<file path="config.mk">
export PLATFORM = sky130hd
export DESIGN_NAME = seq_monitor_a3b
export DESIGN_NICKNAME = d
export VERILOG_FILES = /design/src/rtl/seq_mon_pkg.sv /design/src/rtl/sat_counter.sv /design/src/rtl/seq_monitor_a3b.sv
export SDC_FILE = /design/constraint.sdc
export NUM_CORES = 1
export LEC_CHECK = 0
export CORE_MARGIN = 2
export CORE_UTILIZATION = 40
export CTS_BUF_LIST = sky130_fd_sc_hd__clkbuf_8
export DETAILED_ROUTE_END_ITERATION = 16
export MAX_ROUTING_LAYER = met4
export PLACE_DENSITY = 0.63
export SETUP_SLACK_MARGIN = 0.05
export SLEW_MARGIN = 25
export SYNTH_ARGS = -nofsm -noshare
export SYNTH_HDL_FRONTEND = slang
export SYNTH_SLANG_ARGS = --single-unit
export TNS_END_PERCENT = 5
</file>
<file path="constraint.sdc">
create_clock -name clk -period 2.4 [get_ports clk]
set_input_delay 0.6 -clock clk [delete_from_list [all_inputs] [get_ports clk]]
set_output_delay 0.6 -clock clk [all_outputs]
set_load 0.05 [all_outputs]
</file>
<file path="src/rtl/seq_mon_pkg.sv">
// Shared defaults and result encoding for the a ##DELAY b sequence monitor.
// Pure declarations: no logic, so there is no latency or flow control here.
package seq_mon_pkg;

    localparam int DEFAULT_DELAY = 3;
    localparam int DEFAULT_CNT_W = 16;

    typedef enum logic [1:0] {
        NONE       = 2'd0,
        PASS       = 2'd1,
        FAIL_EARLY = 2'd2,
        FAIL_LATE  = 2'd3
    } result_e;

endpackage

</file>
<file path="src/rtl/sat_counter.sv">
// Saturating up-counter that adds 0..2 per cycle, with a synchronous clear.
// The new count is visible one cycle after the increment; there is no backpressure and it holds at all-ones.
module sat_counter #(
    parameter int W = 16
) (
    input  logic         clk,
    input  logic         rst_n,
    input  logic         clr_i,
    input  logic [1:0]   inc_i,
    output logic [W-1:0] cnt_o
);

    logic [W-1:0] cnt_q, cnt_d;
    logic [W:0]   sum;

    always_comb begin
        sum   = {1'b0, cnt_q} + (W+1)'(inc_i);
        cnt_d = cnt_q;
        if (clr_i) begin
            cnt_d = '0;
        end else if (sum[W]) begin
            cnt_d = '1;
        end else begin
            cnt_d = sum[W-1:0];
        end
    end

    always_ff @(posedge clk or negedge rst_n) begin
        if (!rst_n) begin
            cnt_q <= '0;
        end else begin
            cnt_q <= cnt_d;
        end
    end

    assign cnt_o = cnt_q;

endmodule

</file>
<file path="src/rtl/seq_monitor_a3b.sv">
// Overlapping a ##DELAY b implication monitor with result pulses, saturating counters and first-fail capture.
// Results are registered one cycle after the resolving edge; there is no backpressure and one attempt can start per cycle.
module seq_monitor_a3b
    import seq_mon_pkg::*;
#(
    parameter int DELAY = DEFAULT_DELAY,
    parameter int CNT_W = DEFAULT_CNT_W
) (
    input  logic             clk,
    input  logic             rst_n,
    input  logic             en_i,
    input  logic             clr_i,
    input  logic             a_i,
    input  logic             b_i,
    output logic             pass_o,
    output logic             fail_o,
    output logic             fail_early_o,
    output logic             fail_late_o,
    output logic [CNT_W-1:0] pass_cnt_o,
    output logic [CNT_W-1:0] fail_cnt_o,
    output logic             first_fail_o,
    output logic [CNT_W-1:0] first_fail_ts_o,
    output logic             busy_o
);

    logic [DELAY-1:0] pend_q, pend_d;
    logic [CNT_W-1:0] ts_q, ts_d;
    logic [CNT_W-1:0] first_fail_ts_q, first_fail_ts_d;
    logic             pass_q, pass_d;
    logic             fail_q, fail_d;
    logic             fail_early_q, fail_early_d;
    logic             fail_late_q, fail_late_d;
    logic             first_fail_q, first_fail_d;
    logic             start;
    logic             start_a;
    logic [1:0]       pass_inc;
    logic [1:0]       fail_inc;
    result_e          early_res;
    result_e          late_res;

    always_comb begin
        start   = en_i & ~clr_i & (a_i | b_i);
        start_a = start & a_i;

        early_res = (start && !a_i) ? FAIL_EARLY : NONE;
        late_res  = NONE;
        // The oldest pending bit is the attempt started DELAY cycles ago.
        if (!clr_i && pend_q[DELAY-1]) begin
            late_res = b_i ? PASS : FAIL_LATE;
        end

        pend_d = '0;
        if (!clr_i) begin
            pend_d    = pend_q << 1;
            pend_d[0] = start_a;
        end

        ts_d = ts_q + CNT_W'(1);

        fail_early_d = (early_res == FAIL_EARLY);
        fail_late_d  = (late_res == FAIL_LATE);
        pass_d       = (late_res == PASS);
        fail_d       = fail_early_d | fail_late_d;

        pass_inc = {1'b0, pass_d};
        fail_inc = {1'b0, fail_early_d} + {1'b0, fail_late_d};

        first_fail_d    = first_fail_q;
        first_fail_ts_d = first_fail_ts_q;
        if (clr_i) begin
            first_fail_d    = 1'b0;
            first_fail_ts_d = '0;
        end else if (fail_d && !first_fail_q) begin
            first_fail_d    = 1'b1;
            first_fail_ts_d = ts_q;
        end
    end

    always_ff @(posedge clk or negedge rst_n) begin
        if (!rst_n) begin
            pend_q          <= '0;
            ts_q            <= '0;
            first_fail_ts_q <= '0;
            pass_q          <= 1'b0;
            fail_q          <= 1'b0;
            fail_early_q    <= 1'b0;
            fail_late_q     <= 1'b0;
            first_fail_q    <= 1'b0;
        end else begin
            pend_q          <= pend_d;
            ts_q            <= ts_d;
            first_fail_ts_q <= first_fail_ts_d;
            pass_q          <= pass_d;
            fail_q          <= fail_d;
            fail_early_q    <= fail_early_d;
            fail_late_q     <= fail_late_d;
            first_fail_q    <= first_fail_d;
        end
    end

    sat_counter #(.W(CNT_W)) u_pass_cnt (
        .clk   (clk),
        .rst_n (rst_n),
        .clr_i (clr_i),
        .inc_i (pass_inc),
        .cnt_o (pass_cnt_o)
    );

    sat_counter #(.W(CNT_W)) u_fail_cnt (
        .clk   (clk),
        .rst_n (rst_n),
        .clr_i (clr_i),
        .inc_i (fail_inc),
        .cnt_o (fail_cnt_o)
    );

    assign pass_o          = pass_q;
    assign fail_o          = fail_q;
    assign fail_early_o    = fail_early_q;
    assign fail_late_o     = fail_late_q;
    assign first_fail_o    = first_fail_q;
    assign first_fail_ts_o = first_fail_ts_q;
    assign busy_o          = |pend_q;

endmodule

</file>
[Yosys cells after proc, flatten, opt, wreduce, memory -nomap -nowiden]
Cells that the tools add are included.
Word-level totals
  register bits after elaboration: 72
  bits of input ports: 6
  word-level logic and storage cells: 43
Operators by class
  add/subtract/negate cells: 4
  equality and inequality tests: 3
  multiplexer cells: 12
  bitwise gates (word level): 6
  reduce and logical (&&, ||, !) cells: 8
Operators by type and width (count)
  16-bit 2-to-1 mux: 6
  16-bit by 1-bit adder with 17-bit output: 1
  16-bit by 2-bit adder with 17-bit output: 1
  16-bit by 1-bit adder with 16-bit output, second input constant: 1
  2-bit 2-to-1 mux: 3
  2-bit equality test, second input constant: 2
  1-bit bitwise AND: 3
  1-bit logical AND: 3
  1-bit logical NOT: 3
  3-bit 2-to-1 mux: 1
  3-bit OR reduction: 1
  1-bit by 1-bit adder with 2-bit output: 1
  2-bit by 1-bit equality test with 1-bit output, second input constant: 1
  1-bit 2-to-1 mux: 2
  1-bit bitwise OR: 2
  2-bit nonzero test: 1
  1-bit inverter: 1

[Depth between registers and ports, before layout]
Gate-level depths: netlist of the first run.
  depth after elaboration: 10
  depth in mapped cells: 10
  mapped depth without buffers: 9

[Hierarchy]
From an unflattened synthesis of the first run, not the netlist that was laid out.
Unflattened totals
  cell total of the unflattened synthesis: 322
  area total of the unflattened synthesis: 3444.6 um^2
By module, submodules not included
  sat_counter: times used 2, cells an instance 84, area an instance 892.1 um^2
  seq_monitor_a3b: times used 1, cells an instance 154, area an instance 1660.3 um^2

[Worst setup path after synthesis of the first run]
Ideal clock, no wire load.
  kind: input to register
  from: input port clr_i
  to: register u_pass_cnt.cnt_q[10], in the netlist u_pass_cnt.cnt_o[10]
  library setup time: 0.077 ns
  arrival: 2.571 ns
  data required time: 2.323 ns
  path slack: -0.247 ns
  stages: 10
  buffers on the path: 3
  cells stage by stage: clkbuf_1 > clkbuf_1 > and3b_1 > ha_1 > ha_1 > nand4_4 > nor4_4 > nand4_2 > buf_6 > a21oi_2
Between the ends
  longest elaborated chain between the ends: 7
RTL lines
  start, declared: RTL line seq_monitor_a3b.sv:12  | input logic clr_i,
  1-bit logical NOT
  1-bit logical AND: RTL line seq_monitor_a3b.sv:48  | if (!clr_i && pend_q[DELAY-1]) begin
  2-bit 2-to-1 mux: RTL line seq_monitor_a3b.sv:48
  2-bit by 1-bit equality test with 1-bit output: RTL line seq_monitor_a3b.sv:62  | pass_d = (late_res == PASS);
  net pass_d: RTL line seq_monitor_a3b.sv:29  | logic pass_q, pass_d;
  16-bit by 1-bit adder with 17-bit output: RTL line sat_counter.sv:17  | sum = {1'b0, cnt_q} + (W+1)'(inc_i);
  16-bit 2-to-1 mux: RTL line sat_counter.sv:21  | end else if (sum[W]) begin
  16-bit 2-to-1 mux: RTL line sat_counter.sv:19  | if (clr_i) begin
  net u_pass_cnt.cnt_d[10]: RTL line sat_counter.sv:13  | logic [W-1:0] cnt_q, cnt_d;
  end signal, assigned: RTL line sat_counter.sv:32  | cnt_q <= cnt_d;
  end, declared: RTL line sat_counter.sv:13
The timed path passes the listed nets, and every way through them passes these cells.
A chain may end at the register's enable or synchronous reset.

[Worst setup path in the final report of the first run]
  from: register u_pass_cnt.cnt_q[3], in the netlist u_pass_cnt.cnt_o[3]
  to: output port pass_cnt_o[3]
RTL lines
  end, declared: RTL line seq_monitor_a3b.sv:19  | output logic [CNT_W-1:0] pass_cnt_o,
No word-level cell between the ends.

==> run summary, run 1 <==
==================================================================================
Worst path buffer plus inverter count                                            1
Most common cell in the netlist                                       sky130_fd_sc_hd__dfrtp_1
Outcome                                                               finished clean
Vias                                                                         2,594
Final setup viols                                                                0
Vias in the first global route                                               2,544
Max Clock Freq                                                           432.5 MHz
Number of nets in the final layout                                             411
Via density per instance                                                     5.116
Cts bufs inserted                                                                9
Worst-path cell chain                                                 clkdlybuf4s50_1
Synth warnings                                                                   0
Site Rows                                                                       33
Total congestion overflow                                                        0
Die area                                                                  9050 um2
Area of the core                                                          8134 um2
Area share of the largest cell type after synthesis                         54.24%
Endpoint class of the critical path                                   primary output
Most common flop cell mapped by yosys                                 sky130_fd_sc_hd__dfrtp_1
Number of flops mapped to enable cells by yosys                                  0
Number of endpoints with negative hold slack in the final report                 0
PwrDens                                                               480.9 nW/um2
Area of the mapped netlist                                                3322 um2
Total detailed-routing wirelength                                          6996 um
Cell family contributing the most delay on the critical path          buffers and inverters
Clock sink total                                                                72
Peak fanout along the critical path                                              7
X dimension of the die                                                    95.13 um
Longest Clk Path Bufs                                                            2
Floorplan die height                                                      95.13 um
Register area share after synthesis                                         54.24%
Share of the clock period used by the worst path                            96.33%
Global placement routability congestion                                     0.8112
Worst-skew pair later-pin latency                                          0.33 ns
Remaining number of nets flagged by the antenna check after routing              0
H-Tree Level Count                                                               3
Antenna violations before repair                                                 0
Number of port buffers                                                          59
DRT Pass-1 Iters                                                                 4
Worst Max-Slew Pin Slew                                                  0.5538 ns
Register bit count reported by yosys                                            72
Proportion of layout cells with a drive suffix above 1                      20.40%
Standard cell area after detailed placement                               4215 um2
Count of distinct cell types in the synthesized netlist                         42
Type of the most critical hold path                                    in -> async
Worst slack, placed                                                     -0.4903 ns
Drt wl/cell                                                               13.80 um
Total Negative Setup Slacks                                                   0 ns
Leading post-synthesis cells by cell area                             sky130_fd_sc_hd__dfrtp_1 (54%), sky130_fd_sc_hd__xnor2_1 (6.3%), sky130_fd_sc_hd__nand2_1 (3.5%)
Unrepaired setup endpoints after global routing                               true
Data required time of the worst path                                       1.80 ns
Slowest CP cell                                                       sky130_fd_sc_hd__clkdlybuf4s50_1
Gr usage total                                                              17.07%
Final WS setup                                                          0.08800 ns
Mean cell area of the mapped netlist                                     10.75 um2
Crit start category                                                           flop
WP data arrival                                                            1.71 ns
Worst relative slew slack                                                   62.96%
DRC marker count from the first detailed-route iteration                       141
Synthesized netlist cell count                                                 309
Standby leakage power                                                  0.001913 uW
Class of the most critical setup path                                   reg -> out
Antenna fix cells                                                                0
Number of DRC violations after detailed routing                                  0
Final setup skew                                                       0.007986 ns
Global-route wire length before repair                                   11,830 um
Minimum period implied by the final worst setup slack                     2.312 ns
I/O pin total                                                                   60
Total design power                                                         2164 uW
Detailed Place HPWL                                                        4933 um
Post-synth ARST share                                                       100.0%
CTS clk-pin slew, worst paths                                              0.07 ns
Post-route cell area                                                      4499 um2
Stages on worst setup path                                                       1
CTS tree                                                                     built
Layout Utilization                                                          55.31%
Maximum vdd drop                                                         0.2489 mV
Number of cell instances on the worst register-to-register path                  7
Largest net degree at the start of global routing                               33
Root buf cell                                                         sky130_fd_sc_hd__clkbuf_8
Number of max-slew violations in the final report                                0
Number of max-cap violations                                                     0
Cell type with the largest total area after synthesis                 sky130_fd_sc_hd__dfrtp_1
Post-synthesis net count                                                       320
Area added between synthesis and finish                                     35.44%
Cell types with the highest counts after synthesis                    sky130_fd_sc_hd__dfrtp_1 (72), sky130_fd_sc_hd__nand2_1 (31), sky130_fd_sc_hd__xnor2_1 (24), sky130_fd_sc_hd__nand2b_1 (17), sky130_fd_sc_hd__a21oi_1 (16)
Slowest Stage Delay on Critical Path                                       0.87 ns
Starting utilization of the core area                                       40.84%
==================================================================================
==> sequential cells by signal, summed over array words and instances (netlist names) <==
name              count
first_fail_ts_o      16
ts_q                 16
u_fail_cnt.cnt_o     16
u_pass_cnt.cnt_o     16
pend_q                3
fail_early_o          1
fail_late_o           1
fail_o                1
first_fail_o          1
pass_o                1
==> cell families (layout without fill, tap and decap cells) <==
logic type / Yosys count / in the layout / synth area share (%)
adders and majority gates: 5 / 5 / 2.109
AOI/OAI and AO/OA: 59 / 59 / 11.07
buffers and inverters: 20 / 113 / 2.524
DFF: 72 / 72 / 54.24
and+or+nand+nor: 122 / 122 / 21.88
xor gates and xnor gates: 31 / 31 / 8.173
==> metrics by stage <==
step / cells / hold slack, ns
after global routing: 507 / 0.1988
after global placement: 486 / 0.4662
after floorplan: 309 / 0.3044
final: 507 / 0.1767
after detailed placement: 486 / 0.4712
after CTS: 503 / 0.1793
==> repair_timing <==
action	in CTS	in global routing
endpoints found under the setup margin	17	20
hold buffers	0	0
hold endpoints to repair	0	0
setup buffers	4	4
pin swaps	4	5
resized for setup	6	8
==> where the power goes <==
part	leakage [uW]	switching, uW	total (uW)	internal, uW
sequential	0.000988	4.38	1230	1220
combinational	0.000836	86.6	130	43.3
clock	0.0000883	399	808	409
total	0.00191	490	2160	1670
==> routing by layer <==
| metal | vias to the layer above | wire length [um] | part of all wire (%) | global-route usage [%] |
|---|---|---|---|---|
| met5 | - | 0 | 0 | - |
| met4 | 0 | 79 | 1.1 | 6.280 |
| met3 | 9 | 231 | 3.3 | 3.004 |
| met2 | 53 | 3431 | 49 | 27.05 |
| met1 | 1271 | 3254 | 47 | 22.02 |
| li1 | 1261 | - | - | - |
==> cells in the final DEF (no fill, tap or decap), types with 3 or more instances in the layout <==
| master | Yosys | routed |
|---|---|---|
| sky130_fd_sc_hd__and3_1 | 5 | 5 |
| sky130_fd_sc_hd__a21oi_2 | 10 | 10 |
| sky130_fd_sc_hd__inv_1 | 8 | 8 |
| sky130_fd_sc_hd__o21ai_1 | 3 | 3 |
| sky130_fd_sc_hd__clkdlybuf4s50_1 | 0 | 53 |
| sky130_fd_sc_hd__a31oi_1 | 6 | 5 |
| sky130_fd_sc_hd__nor2_1 | 9 | 7 |
| sky130_fd_sc_hd__xor2_1 | 7 | 7 |
| sky130_fd_sc_hd__nor3_1 | 11 | 10 |
| sky130_fd_sc_hd__o21ai_0 | 15 | 15 |
| sky130_fd_sc_hd__a211oi_1 | 4 | 3 |
| sky130_fd_sc_hd__dfrtp_1 | 72 | 72 |
| sky130_fd_sc_hd__a21oi_1 | 16 | 16 |
| sky130_fd_sc_hd__nand4_1 | 8 | 8 |
| sky130_fd_sc_hd__buf_4 | 0 | 32 |
| sky130_fd_sc_hd__nand2b_1 | 17 | 16 |
| sky130_fd_sc_hd__and4_1 | 5 | 5 |
| sky130_fd_sc_hd__xnor2_1 | 24 | 24 |
| sky130_fd_sc_hd__nand3_1 | 15 | 13 |
| sky130_fd_sc_hd__nand2_1 | 31 | 31 |
| sky130_fd_sc_hd__clkbuf_8 | 0 | 11 |
| sky130_fd_sc_hd__nor2b_1 | 3 | 3 |
==> final timing paths <==
kind                                           from              endpoint  slack, ns
worst max-delay path            u_pass_cnt.cnt_o[3]         pass_cnt_o[3]       0.09
max in group asynchronous                     rst_n           fail_late_o       1.50
worst max register to register            pend_q[2]  u_fail_cnt.cnt_o[13]       0.27
min in group clk                           ts_q[12]              ts_q[12]       0.49
worst min-delay path                          rst_n  u_pass_cnt.cnt_o[10]       0.18
worst min register to register             ts_q[12]              ts_q[12]       0.49
==> layout make-up <==
cell class / count / area (um2)
well taps: 105 / 131.4
fillers: 721 / 3635
repair buffers: 92 / 844.6
clock inverters: 2 / 8.758
clock buffers: 11 / 151.4
inverters: 8 / 30.03
multi-input cells: 217 / 1531
flip-flops and latches: 72 / 1802
Power figures use the tool's default switching activity.
==> inputs of run 2 (changes only) <==
--- a/config.mk
+++ b/config.mk
@@ -5,12 +5,15 @@
 export SDC_FILE = /design/constraint.sdc
 export NUM_CORES = 1
 export LEC_CHECK = 0
+export CELL_PAD_IN_SITES_DETAIL_PLACEMENT = 1
+export CELL_PAD_IN_SITES_GLOBAL_PLACEMENT = 1
 export CORE_MARGIN = 2
 export CORE_UTILIZATION = 40
 export CTS_BUF_LIST = sky130_fd_sc_hd__clkbuf_8
 export DETAILED_ROUTE_END_ITERATION = 16
+export GPL_ROUTABILITY_DRIVEN = 0
 export MAX_ROUTING_LAYER = met4
-export PLACE_DENSITY = 0.63
+export PLACE_DENSITY = 0.77
 export SETUP_SLACK_MARGIN = 0.05
 export SLEW_MARGIN = 25
 export SYNTH_ARGS = -nofsm -noshare
==> run 2 against run 1 <==
Compared with the run above: final cell count down 0.59%; sequential share of layout area is 0.23 points lower; power grew 12%; design area increased by 0.58%; worst hold slack better by 0.083 ns; clock skew decreased by 0.0031 ns; maximum frequency decreased by 1.1%; routed wire length rose by 19%; sequential power is essentially flat.
==> run summary, run 2 (synthesis gave the netlist of run 1 again) <==
=====================================================================================
Outcome                                                                  finished clean
WP data arrival                                                               1.74 ns   +0.03 ns
Net Switching                                                                558.5 uW   +14%
Maximum vdd drop                                                            0.2640 mV   +6.1%
Total congestion overflow                                                           0   unchanged
Proportion of layout cells with a drive suffix above 1                         19.40%   -1.0 points
Unrepaired setup endpoints after global routing                                  true
Share of the clock period used by the worst path                               97.41%   +1.1 points
Floorplan die height                                                         95.13 um   unchanged
Peak fanout along the critical path                                                 8   +1
Highest-count cells in the layout ignoring fill and taps                 sky130_fd_sc_hd__dfrtp_1 (72), sky130_fd_sc_hd__clkdlybuf4s50_1 (52), sky130_fd_sc_hd__nand2_1 (31), sky130_fd_sc_hd__xnor2_1 (24), sky130_fd_sc_hd__buf_4 (23)
H-Tree Level Count                                                                  3   unchanged
Detailed Place HPWL                                                           5535 um   +12%
Worst Max-Slew Pin Slew                                                     0.5106 ns   -0.04319 ns
Slowest Stage Delay on Critical Path                                          0.88 ns   about the same
Drt wl/cell                                                                  16.58 um   +20%
Type of the most critical hold path                                       in -> async
Cell family contributing the most delay on the critical path             buffers and inverters
Number of max-cap violations                                                        0   unchanged
Worst-path cell chain                                                    clkdlybuf4s50_1
Endpoint class of the critical path                                      primary output
Gr usage total                                                                 20.43%   +3.4 points
Number of max-slew violations in the final report                                   0   unchanged
Global-route wire length before repair                                      13,870 um   +17%
Worst relative slew slack                                                      65.85%   +2.9 points
Number of nets in the final layout                                                403   -1.9%
Slowest CP cell                                                          sky130_fd_sc_hd__clkdlybuf4s50_1
PwrDens                                                                  536.4 nW/um2   +12%
Data required time of the worst path                                          1.80 ns   about the same
Total detailed-routing wirelength                                             8354 um   +19%
Total Negative Setup Slacks                                                      0 ns   unchanged
Largest net degree at the start of global routing                                  73   +120%
DRT Pass-1 Iters                                                                    4   unchanged
Vias                                                                            2,678   +3.2%
Most frequent standard cell in the layout excluding fill and tap cells   sky130_fd_sc_hd__dfrtp_1
Final Hold Slack                                                            0.2599 ns   +0.08324 ns
Remaining number of nets flagged by the antenna check after routing                 0   unchanged
X dimension of the die                                                       95.13 um   unchanged
Minimum period implied by the final worst setup slack                        2.338 ns   +0.02580 ns
DRC marker count from the first detailed-route iteration                           84   -40%
Switching Share                                                                23.01%   +0.36 points
CTS tree                                                                        built
Longest Clk Path Bufs                                                               2   unchanged
Final setup viols                                                                   0   unchanged
Via density per instance                                                        5.313   +3.9%
Standby leakage power                                                     0.001943 uW   +1.6%
Area added between synthesis and finish                                        36.23%
Worst path buffer plus inverter count                                               1   unchanged
Final setup skew                                                          0.004925 ns   -0.003062 ns
Number of port buffers                                                             59   unchanged
Vias in the first global route                                                  2,783   +9.4%
Cts bufs inserted                                                                   9   unchanged
Clock sink total                                                                   72   unchanged
Area of the core                                                             8134 um2   unchanged
Site Rows                                                                          33   unchanged
Class of the most critical setup path                                      reg -> out
Max Clock Freq                                                              427.8 MHz   -1.1%
Combinational share of power                                                     5.3%   -0.7 points
Die area                                                                     9050 um2   unchanged
Antenna violations before repair                                                    2   +2
I/O pin total                                                                      60   unchanged
Starting utilization of the core area                                          40.84%   unchanged
Power Internal                                                                1869 uW   +12%
CTS clk-pin slew, worst paths                                                 0.08 ns   about the same
Number of buffers added to fix hold violations after cts                            0   unchanged
Crit start category                                                              flop
Number of DRC violations after detailed routing                                     0   unchanged
Sequential share of power                                                       50.5%   -6.1 points
Worst-skew pair later-pin latency                                             0.34 ns   about the same
Part of the power in the clock network                                          44.3%   +6.9 points
Root buf cell                                                            sky130_fd_sc_hd__clkbuf_8
Number of endpoints with negative hold slack in the final report                    0   unchanged
=====================================================================================
[run 2: layout make-up]
class,instances,area (um2)
Sequential cell,72,1802
Multi-Input combinational cell,217,1539
Tap cell,105,131.4
Clock inverter,6,82.58
Fill cell,880,3608
Clock buffer,10,137.6
Antenna cell,2,5.005
Inverter,8,30.03
Timing Repair Buffer,84,798.3
[run 2: final timing paths]
kind                                     start                   end  slack, ns  cells after the start
setup / recovery           u_fail_cnt.cnt_o[2]         fail_cnt_o[2]       0.06                      1
hold / removal                           rst_n  u_pass_cnt.cnt_o[10]       0.26                      2
setup reg to reg                     pend_q[2]   u_fail_cnt.cnt_o[9]       0.23                      8
hold reg to reg                       ts_q[15]              ts_q[15]       0.49                      1
max in group asynchronous                rst_n   first_fail_ts_o[13]       1.82                      2
min in group clk                      ts_q[15]              ts_q[15]       0.49                      1
[run 2: repair_timing]
item,in CTS,in global routing
pin swaps,4,5
setup buffers,2,2
setup endpoints to repair,21,21
gates resized for setup,9,8
[run 2: stage by stage]
step	setup WS (ns)	util [%]	total power, uW	instance area (um2)	instances
floorplan	0.002893	-	1308	3373	309
global placement	-0.4380	51.61	1374	4198	482
detailed placement	-0.5363	51.61	1377	4198	482
CTS	0.02384	54.98	2450	4472	500
global route	0.002190	55.64	2516	4526	504
finish	0.06220	55.64	2428	4526	504
[run 2: power by group through the flow]
stage	logic, uW	clock network [uW]	registers, uW
floorplan	36.7	0	1270
global route	140	1150	1230
global placement	125	0	1250
finish	128	1080	1230
CTS	131	1090	1230
detailed placement	128	0	1250
[run 2: worst register-to-register path, stage by stage (launching register included)]
cell and delay [ns]:
sky130_fd_sc_hd__dfrtp_1 0.42, sky130_fd_sc_hd__nand2b_4 0.07, sky130_fd_sc_hd__or2_4 0.23, sky130_fd_sc_hd__fa_2 0.36, sky130_fd_sc_hd__nand4b_1 0.24, sky130_fd_sc_hd__buf_4 0.18
sky130_fd_sc_hd__nor3_1 0.28, sky130_fd_sc_hd__xnor2_1 0.17, sky130_fd_sc_hd__a21oi_1 0.09
[run 2: routing by layer]
metal | wire, um | vias to the layer above | GRT usage (%)
li1 | - | 1255 | -
met1 | 3659 | 1349 | 24.82
met2 | 4264 | 66 | 33.86
met3 | 346 | 8 | 5.455
met4 | 84 | 0 | 5.314
met5 | 0 | - | -
==> inputs of run 3 (changes only) <==
--- a/config.mk
+++ b/config.mk
@@ -15,7 +15,7 @@
 export MAX_ROUTING_LAYER = met4
 export PLACE_DENSITY = 0.77
 export SETUP_SLACK_MARGIN = 0.05
-export SLEW_MARGIN = 25
+export SLEW_MARGIN = 20
 export SYNTH_ARGS = -nofsm -noshare
 export SYNTH_HDL_FRONTEND = slang
 export SYNTH_SLANG_ARGS = --single-unit
==> results of run 3 <==
Final layout, timing and power as in run 2 (identical DEF).
